===== src/rtl/lsu_xlen.sv =====
// lsu_xlen: parametrised RISC-V load/store unit (XLEN = 32 or 64).
//
// Accepts one memory op per request and decodes funct3 for the configured
// XLEN. It issues one (or, when split, two) commands on an XLEN-wide memory
// bus with byte strobes, then returns one response per request. Load data is
// sign- or zero-extended before it is returned.
//
// Ports
//   clk, rst            clock; asynchronous active-high reset
//   req_*               request from execute (valid/ready, store, funct3,
//                       byte address, right-aligned store data, rd tag)
//   mem_*               bus command (valid/ready, write, aligned address,
//                       lane-shifted data, strobes) and return channel
//                       (mem_rvalid/mem_rdata, one beat per accepted command)
//   resp_*              response (valid/ready, extended data, rd tag, fault)
//   dbg_state           current FSM state, for observation only
//
// Configuration
//   LSU_MISALIGN_SPLIT_EN  when defined, a misaligned access is performed
//   instead of faulting. An access that crosses an XLEN word is split into
//   two bus commands (CMD/WAIT, then CMD2/WAIT2). When undefined, every
//   misaligned access faults with 01 and never reaches the bus.
//
// Handshakes: every valid/ready pair transfers on a rising clk edge where
// both are high; the source holds its payload stable while valid && !ready.
module lsu_xlen #(
  parameter int XLEN = 32,
  parameter int AW   = 32
) (
  input  logic              clk,
  input  logic              rst,
  input  logic              req_valid,
  output logic              req_ready,
  input  logic              req_store,
  input  logic [2:0]        req_funct3,
  input  logic [AW-1:0]     req_addr,
  input  logic [XLEN-1:0]   req_wdata,
  input  logic [4:0]        req_rd,
  output logic              mem_valid,
  input  logic              mem_ready,
  output logic              mem_write,
  output logic [AW-1:0]     mem_addr,
  output logic [XLEN-1:0]   mem_wdata,
  output logic [XLEN/8-1:0] mem_strb,
  input  logic              mem_rvalid,
  input  logic [XLEN-1:0]   mem_rdata,
  output logic              resp_valid,
  input  logic              resp_ready,
  output logic [XLEN-1:0]   resp_data,
  output logic [4:0]        resp_rd,
  output logic [1:0]        resp_fault,
  output logic [2:0]        dbg_state
);
  localparam int NB = XLEN / 8;
  localparam int OW = $clog2(NB);

  typedef enum logic [2:0] {
    IDLE  = 3'd0,
    CMD   = 3'd1,
    WAIT  = 3'd2,
    CMD2  = 3'd3,
    WAIT2 = 3'd4,
    RESP  = 3'd5
  } state_t;

  state_t state, state_n;

  logic            store_q;
  logic [2:0]      f3_q;
  logic [OW-1:0]   off_q;

  // Decode of the incoming request
  logic [1:0]      size;       // log2 of access size in bytes
  logic [OW-1:0]   off;        // byte lane of the first byte
  logic [NB-1:0]   size_strb;  // size-many ones at lane 0
  logic            illegal;
  logic            fault_mis;  // misaligned and not performable
  logic [XLEN-1:0] lo_wdata;
  logic [NB-1:0]   lo_strb;
  logic [XLEN-1:0] load_shifted;
  logic [XLEN-1:0] load_ext;

`ifdef LSU_MISALIGN_SPLIT_EN
  logic              cross;
  logic              cross_q;
  logic [2*XLEN-1:0] wide_wdata;
  logic [2*NB-1:0]   wide_strb;
  logic [XLEN-1:0]   hi_wdata, hi_wdata_q;
  logic [NB-1:0]     hi_strb, hi_strb_q;
  logic [XLEN-1:0]   lo_rdata_q;
  logic [2*XLEN-1:0] merged;
`endif

  always_comb begin
    size      = req_funct3[1:0];
    off       = req_addr[OW-1:0];
    size_strb = NB'((1 << (1 << size)) - 1);
    if (req_store) begin
      if (XLEN == 64) illegal = (req_funct3 > 3'b011);
      else            illegal = (req_funct3 > 3'b010);
    end else begin
      if (XLEN == 64) illegal = (req_funct3 == 3'b111);
      else            illegal = (req_funct3 == 3'b011) || (req_funct3 == 3'b110) ||
                                (req_funct3 == 3'b111);
    end
`ifdef LSU_MISALIGN_SPLIT_EN
    fault_mis  = 1'b0;
    // A request crosses into the next word when its last byte lies past lane NB-1.
    cross      = (int'(off) + (1 << size)) > NB;
    wide_wdata = {{XLEN{1'b0}}, req_wdata} << {off, 3'b000};
    wide_strb  = {{NB{1'b0}}, size_strb} << off;
    lo_wdata   = wide_wdata[XLEN-1:0];
    hi_wdata   = wide_wdata[2*XLEN-1:XLEN];
    lo_strb    = wide_strb[NB-1:0];
    hi_strb    = wide_strb[2*NB-1:NB];
`else
    fault_mis  = (off & OW'((1 << size) - 1)) != '0;
    lo_wdata   = req_wdata << {off, 3'b000};
    lo_strb    = size_strb << off;
`endif
  end

  // Load path: bytes are merged (split case) and shifted down before extension.
  always_comb begin
`ifdef LSU_MISALIGN_SPLIT_EN
    if (state == WAIT2) merged = {mem_rdata, lo_rdata_q};
    else                merged = {{XLEN{1'b0}}, mem_rdata};
    load_shifted = XLEN'(merged >> {off_q, 3'b000});
`else
    load_shifted = mem_rdata >> {off_q, 3'b000};
`endif
    case (f3_q)
      3'b000:  load_ext = XLEN'($signed(load_shifted[7:0]));
      3'b001:  load_ext = XLEN'($signed(load_shifted[15:0]));
      3'b010:  load_ext = XLEN'($signed(load_shifted[31:0]));
      3'b100:  load_ext = XLEN'(load_shifted[7:0]);
      3'b101:  load_ext = XLEN'(load_shifted[15:0]);
      3'b110:  load_ext = XLEN'(load_shifted[31:0]);
      default: load_ext = load_shifted;
    endcase
  end

  always_ff @(posedge clk or posedge rst) begin
    if (rst) state <= IDLE;
    else     state <= state_n;
  end

  always_comb begin
    state_n    = state;
    req_ready  = 1'b0;
    mem_valid  = 1'b0;
    resp_valid = 1'b0;
    case (state)
      IDLE: begin
        req_ready = 1'b1;
        if (req_valid) state_n = (illegal || fault_mis) ? RESP : CMD;
      end
      CMD: begin
        mem_valid = 1'b1;
        if (mem_ready) state_n = WAIT;
      end
      WAIT: begin
`ifdef LSU_MISALIGN_SPLIT_EN
        if (mem_rvalid) state_n = cross_q ? CMD2 : RESP;
`else
        if (mem_rvalid) state_n = RESP;
`endif
      end
`ifdef LSU_MISALIGN_SPLIT_EN
      CMD2: begin
        mem_valid = 1'b1;
        if (mem_ready) state_n = WAIT2;
      end
      WAIT2: begin
        if (mem_rvalid) state_n = RESP;
      end
`endif
      RESP: begin
        resp_valid = 1'b1;
        if (resp_ready) state_n = IDLE;
      end
      default: state_n = IDLE;
    endcase
  end

  assign dbg_state = state;

  always_ff @(posedge clk or posedge rst) begin
    if (rst) begin
      store_q    <= 1'b0;
      f3_q       <= 3'b000;
      off_q      <= '0;
      mem_write  <= 1'b0;
      mem_addr   <= '0;
      mem_wdata  <= '0;
      mem_strb   <= '0;
      resp_data  <= '0;
      resp_rd    <= '0;
      resp_fault <= 2'b00;
`ifdef LSU_MISALIGN_SPLIT_EN
      cross_q    <= 1'b0;
      hi_wdata_q <= '0;
      hi_strb_q  <= '0;
      lo_rdata_q <= '0;
`endif
    end else begin
      case (state)
        IDLE: begin
          if (req_valid) begin
            store_q    <= req_store;
            f3_q       <= req_funct3;
            off_q      <= off;
            resp_rd    <= req_rd;
            mem_write  <= req_store;
            mem_addr   <= {req_addr[AW-1:OW], {OW{1'b0}}};
            mem_wdata  <= lo_wdata;
            mem_strb   <= lo_strb;
            resp_data  <= '0;
            resp_fault <= illegal ? 2'b10 : (fault_mis ? 2'b01 : 2'b00);
`ifdef LSU_MISALIGN_SPLIT_EN
            cross_q    <= cross;
            hi_wdata_q <= hi_wdata;
            hi_strb_q  <= hi_strb;
`endif
          end
        end
        WAIT: begin
          if (mem_rvalid) begin
            // For a split load this value is provisional; WAIT2 overwrites it.
            if (!store_q) resp_data <= load_ext;
`ifdef LSU_MISALIGN_SPLIT_EN
            if (cross_q) begin
              lo_rdata_q <= mem_rdata;
              mem_addr   <= mem_addr + AW'(NB);
              mem_wdata  <= hi_wdata_q;
              mem_strb   <= hi_strb_q;
            end
`endif
          end
        end
`ifdef LSU_MISALIGN_SPLIT_EN
        WAIT2: begin
          if (mem_rvalid && !store_q) resp_data <= load_ext;
        end
`endif
        default: ;
      endcase
    end
  end
endmodule


===== config.mk =====
export PLATFORM = sky130hd
export DESIGN_NAME = lsu_xlen
export DESIGN_NICKNAME = d
export VERILOG_FILES = /design/src/rtl/lsu_xlen.sv
export SDC_FILE = /design/constraint.sdc
export NUM_CORES = 1
export LEC_CHECK = 0
export BUFFER_PORTS_ARGS = -buffer_cell sky130_fd_sc_hd__buf_4
export CORE_UTILIZATION = 30
export DETAILED_ROUTE_END_ITERATION = 12
export PLACE_DENSITY = 0.65
export SLEW_MARGIN = 10
export SYNTH_ARGS = -nofsm -noshare
export SYNTH_HDL_FRONTEND = slang
export SYNTH_SLANG_ARGS = --single-unit

===== constraint.sdc =====
create_clock -name clk -period 10.5 [get_ports clk]
set_input_delay 2.625 -clock clk [delete_from_list [all_inputs] [get_ports clk]]
set_output_delay 2.625 -clock clk [all_outputs]
set_load 0.05 [all_outputs]

==> flow_metrics.py <==
metrics = {
    "floorplan": {
        "design.core.area_um2": 17360,
        "die_area_um2": 18400,
        "die_w_um": 135.7,
        "rows": 48,
        "pin_count": 225,
        "die_h_um": 135.7,
        "initial_core_util_pct": 30.88,
    },
    "sta": {
        "whs_ps": 475.9,
        "slew-limit-headroom_pct": 36.62,
        "rsz0062_at_grt": "no",
        "fin_crit_sh_pct": 39.18,
        "worst-slew-pin-transition_ps": 950.7,
        "fmaxAchievable_mhz": 243.1,
        "final-setup-viol-count": 0,
        "hold_violations": 0,
        "finalSetupTns_ps": 0,
        "layout_min_cycle_time_ps": 4114,
        "finalMaxSlewViolations": 0,
        "skew_ps": 7.907,
        "final_critical_path_setup_slack_ps": 6386,
    },
    "worst_setup_path": {
        "chain_of_cells_forming_the_critical_path": "buf_4, nor2b_1, nand2_4, buf_4, mux2_2",
        "worst-r2r-setup-slack_ps": 8050,
        "cp_num_buf_inv": 2,
        "cp.required_ps": 10790,
        "critical_path.most_common_cell": "sky130_fd_sc_hd__buf_4",
        "cpMaxStageDelayCell": "sky130_fd_sc_hd__buf_4",
        "critPathTopFamily": "buffers and inverters",
        "timing_worst_setup_path_type": "input pin to flip-flop",
        "end_kind": "flip-flop",
        "worst-endpoint-arrival_ps": 4410,
        "worst_setup_path_start_kind": "input pin",
        "crit_path_max_incr_delay_ps": 730,
        "crit_fanout": 86,
    },
    "synthesis": {
        "synth.top_cell.area_share_pct": 53.23,
        "syn-cell-area_um2": 5359,
        "synth.distinct_cells": 38,
        "synth_sequential_area_ratio_pct": 53.23,
        "synthesized_area_per_cell_um2": 11.21,
        "netlist.top_cell.by_area": "sky130_fd_sc_hd__dfrtp_1",
        "yosysWarnings": 0,
        "synth.ff_latch_count": 114,
        "netlist_instances": 478,
        "synth_area_leaders": "sky130_fd_sc_hd__dfrtp_1, sky130_fd_sc_hd__mux2_2, sky130_fd_sc_hd__mux2i_1",
    },
    "routing": {
        "totalWireLength_um": 15400,
        "ant_nets": 0,
        "routed_via_density": 4.844,
        "drc": 0,
        "detailedRoute.firstIterationViolations": 182,
        "routed-via-count": 4481,
        "drt-pass1-iter-count": 4,
        "route.detailed.wl_per_inst_um": 16.65,
    },
    "power": {
        "vdd_ir_drop_max_uv": 152.1,
        "total_power_per_unit_cell_area_nw_per_um2": 359.5,
        "leakage_nw": 3.738,
    },
    "global_routing": {
        "wire_length_of_the_first_global_routing_pass_um": 23690,
        "largest_net_degree_at_the_start_of_global_routing": 87,
        "antenna_violations_before_repair": 0,
        "overflow": 0,
        "grt_usage_pct": 17.03,
        "number_of_global_route_vias_before_repair": 4231,
    },
    "clocking": {
        "postcts_setup_bufs": 0,
        "ctsResizeCount": 0,
        "hold_buf_count_cts": 0,
        "clkLatencyLatePin_ps": 410,
        "cts_tree": "yes",
        "clockRootBuffer": "sky130_fd_sc_hd__clkbuf_16",
        "cts_sinks": 114,
        "clock_path_buffers": 2,
        "cts-htree-levels": 4,
        "clk_transition_reported_paths_ps": 50,
        "tritoncts.num_buffers": 17,
    },
    "layout": {
        "final_cells": 925,
        "final_util_pct": 44.91,
        "layout_cell_share_with_drive_strength_beyond_1_pct": 47.71,
        "nets": 799,
        "layout-area-overhead-vs-synth_pct": 45.46,
        "diodes_inserted": 0,
    },
    "placement": {
        "place_hpwl_um": 11130,
        "placed_cells": 894,
        "routability_congestion_estimate_from_global_placement": 0.8205,
        "port_buffers": 222,
        "place_worst_setup_slack_ps": 5958,
    },
    "outcome": {
        "run_status": "completed",
    },
    "flow_run": {
        "max_cap_viol_count": 0,
    },
    "worst_hold_path": {
        "classification_of_the_worst_slack_hold_path": "flip-flop to flip-flop",
    },
}
==> metrics by stage <==
stage / area, um2 / total power [mW]
after CTS: 7795 / 2.830
after detailed placement: 7186 / 2.222
final: 7795 / 2.802
after floorplan: 5363 / 1.777
after global routing: 7795 / 2.946
after global placement: 7186 / 2.210
==> sequential cells by signal, indices dropped and copies added, names as in the netlist <==
name,count
resp_data,32
dbg_state,3
f3_q,3
store_q,1
resp_fault,2
off_q,2
mem_wdata,32
resp_rd,5
mem_strb,4
mem_addr,30
==> path summary, 6_finish.rpt <==
kind                                             end  depth (start not counted)                       from
setup / recovery            mem_addr[22]$_DFFE_PP0P_                          5                  req_valid
hold / removal             mem_wdata[15]$_DFFE_PP0P_                          2  mem_wdata[15]$_DFFE_PP0P_
setup reg to reg           resp_data[23]$_DFFE_PP0P_                          4   dbg_state[2]$_DFFE_PP0P_
hold reg to reg            mem_wdata[15]$_DFFE_PP0P_                          2  mem_wdata[15]$_DFFE_PP0P_
max in group asynchronous  mem_wdata[14]$_DFFE_PP0P_                          3                        rst
min in group asynchronous  resp_data[14]$_DFFE_PP0P_                          2                        rst
==> power breakdown <==
| group | internal [mW] | switching (mW) | total (mW) |
|---|---|---|---|
| logic | 0.489 | 0.983 | 1.47 |
| registers | 0.620 | 0.111 | 0.732 |
| clock network | 0.400 | 0.198 | 0.598 |
| total | 1.51 | 1.29 | 2.80 |
==> worst register-to-register path, cell delays in order (launching register included) <==
cell and delay, ps:
sky130_fd_sc_hd__dfrtp_1 440, sky130_fd_sc_hd__nor2_1 340, sky130_fd_sc_hd__nand2_1 480, sky130_fd_sc_hd__a2111oi_4 890, sky130_fd_sc_hd__a221o_2 240
==> Yosys cell counts, drive strengths merged <==
master   number
nand3b        7
nor2         26
nand2        55
or2           2
o21a          1
nor2b        11
mux4          1
a211oi        8
or3           1
nand4b        1
o31ai         9
conb          1
and3b         1
a21oi        34
dfrtp       114
inv           2
a2111oi       1
clkbuf       17
a32o          1
o41ai         1
buf          20
nor3b         2
o22ai         2
xor2          1
o21ai        43
mux2         60
nand2b        3
o31a          1
mux2i        33
a221o        16
nor3          3
==> logic make-up (layout without fill, tap and decap cells) <==
group | Yosys count | after routing | share of synthesized area, %
AOI/OAI and AO/OA | 117 | 117 | 14.20
buffers and inverters | 39 | 260 | 3.432
and+or+nand+nor | 112 | 112 | 9.713
other | 1 | 2 | 0.06998
DFF | 114 | 114 | 53.23
muxes | 94 | 94 | 19.19
xor gates and xnor gates | 1 | 1 | 0.1635
==> placed cells by master (no fill, tap or decap), types with 3 or more instances in the layout <==
cell / count
sky130_fd_sc_hd__nor2_1: 26
sky130_fd_sc_hd__mux2_2: 60
sky130_fd_sc_hd__dfrtp_1: 114
sky130_fd_sc_hd__o31ai_1: 9
sky130_fd_sc_hd__nand2_1: 54
sky130_fd_sc_hd__a221o_2: 10
sky130_fd_sc_hd__buf_4: 227
sky130_fd_sc_hd__a21oi_1: 34
sky130_fd_sc_hd__o21ai_0: 42
sky130_fd_sc_hd__nand2b_1: 3
sky130_fd_sc_hd__mux2i_1: 33
sky130_fd_sc_hd__clkbuf_16: 17
sky130_fd_sc_hd__bufinv_16: 4
sky130_fd_sc_hd__a221o_1: 6
sky130_fd_sc_hd__nand3b_1: 7
sky130_fd_sc_hd__nor2b_1: 11
sky130_fd_sc_hd__a211oi_1: 8
sky130_fd_sc_hd__clkinv_2: 3
sky130_fd_sc_hd__clkbuf_1: 3
==> layer usage <==
| layer | track usage, % | vias to the layer above | part of all wire [%] |
|---|---|---|---|
| met5 | 0 | - | 0 |
| met4 | 6.429 | 0 | 1.6 |
| met3 | 6.734 | 20 | 9.7 |
| met2 | 26.70 | 189 | 48 |
| met1 | 20.93 | 2138 | 41 |
| li1 | - | 2134 | - |
==> final cells by class <==
| cell class | instances | area, um2 |
|---|---|---|
| fill | 1635 | 9562 |
| clock buffer | 21 | 450.4 |
| clock inverter | 10 | 158.9 |
| multi-input combinational | 326 | 2337 |
| tap | 225 | 281.5 |
| inverter | 2 | 10.01 |
| timing repair buffer | 227 | 1704 |
| sequential | 114 | 2853 |
Note: power is estimated with default switching activity, not from simulation.
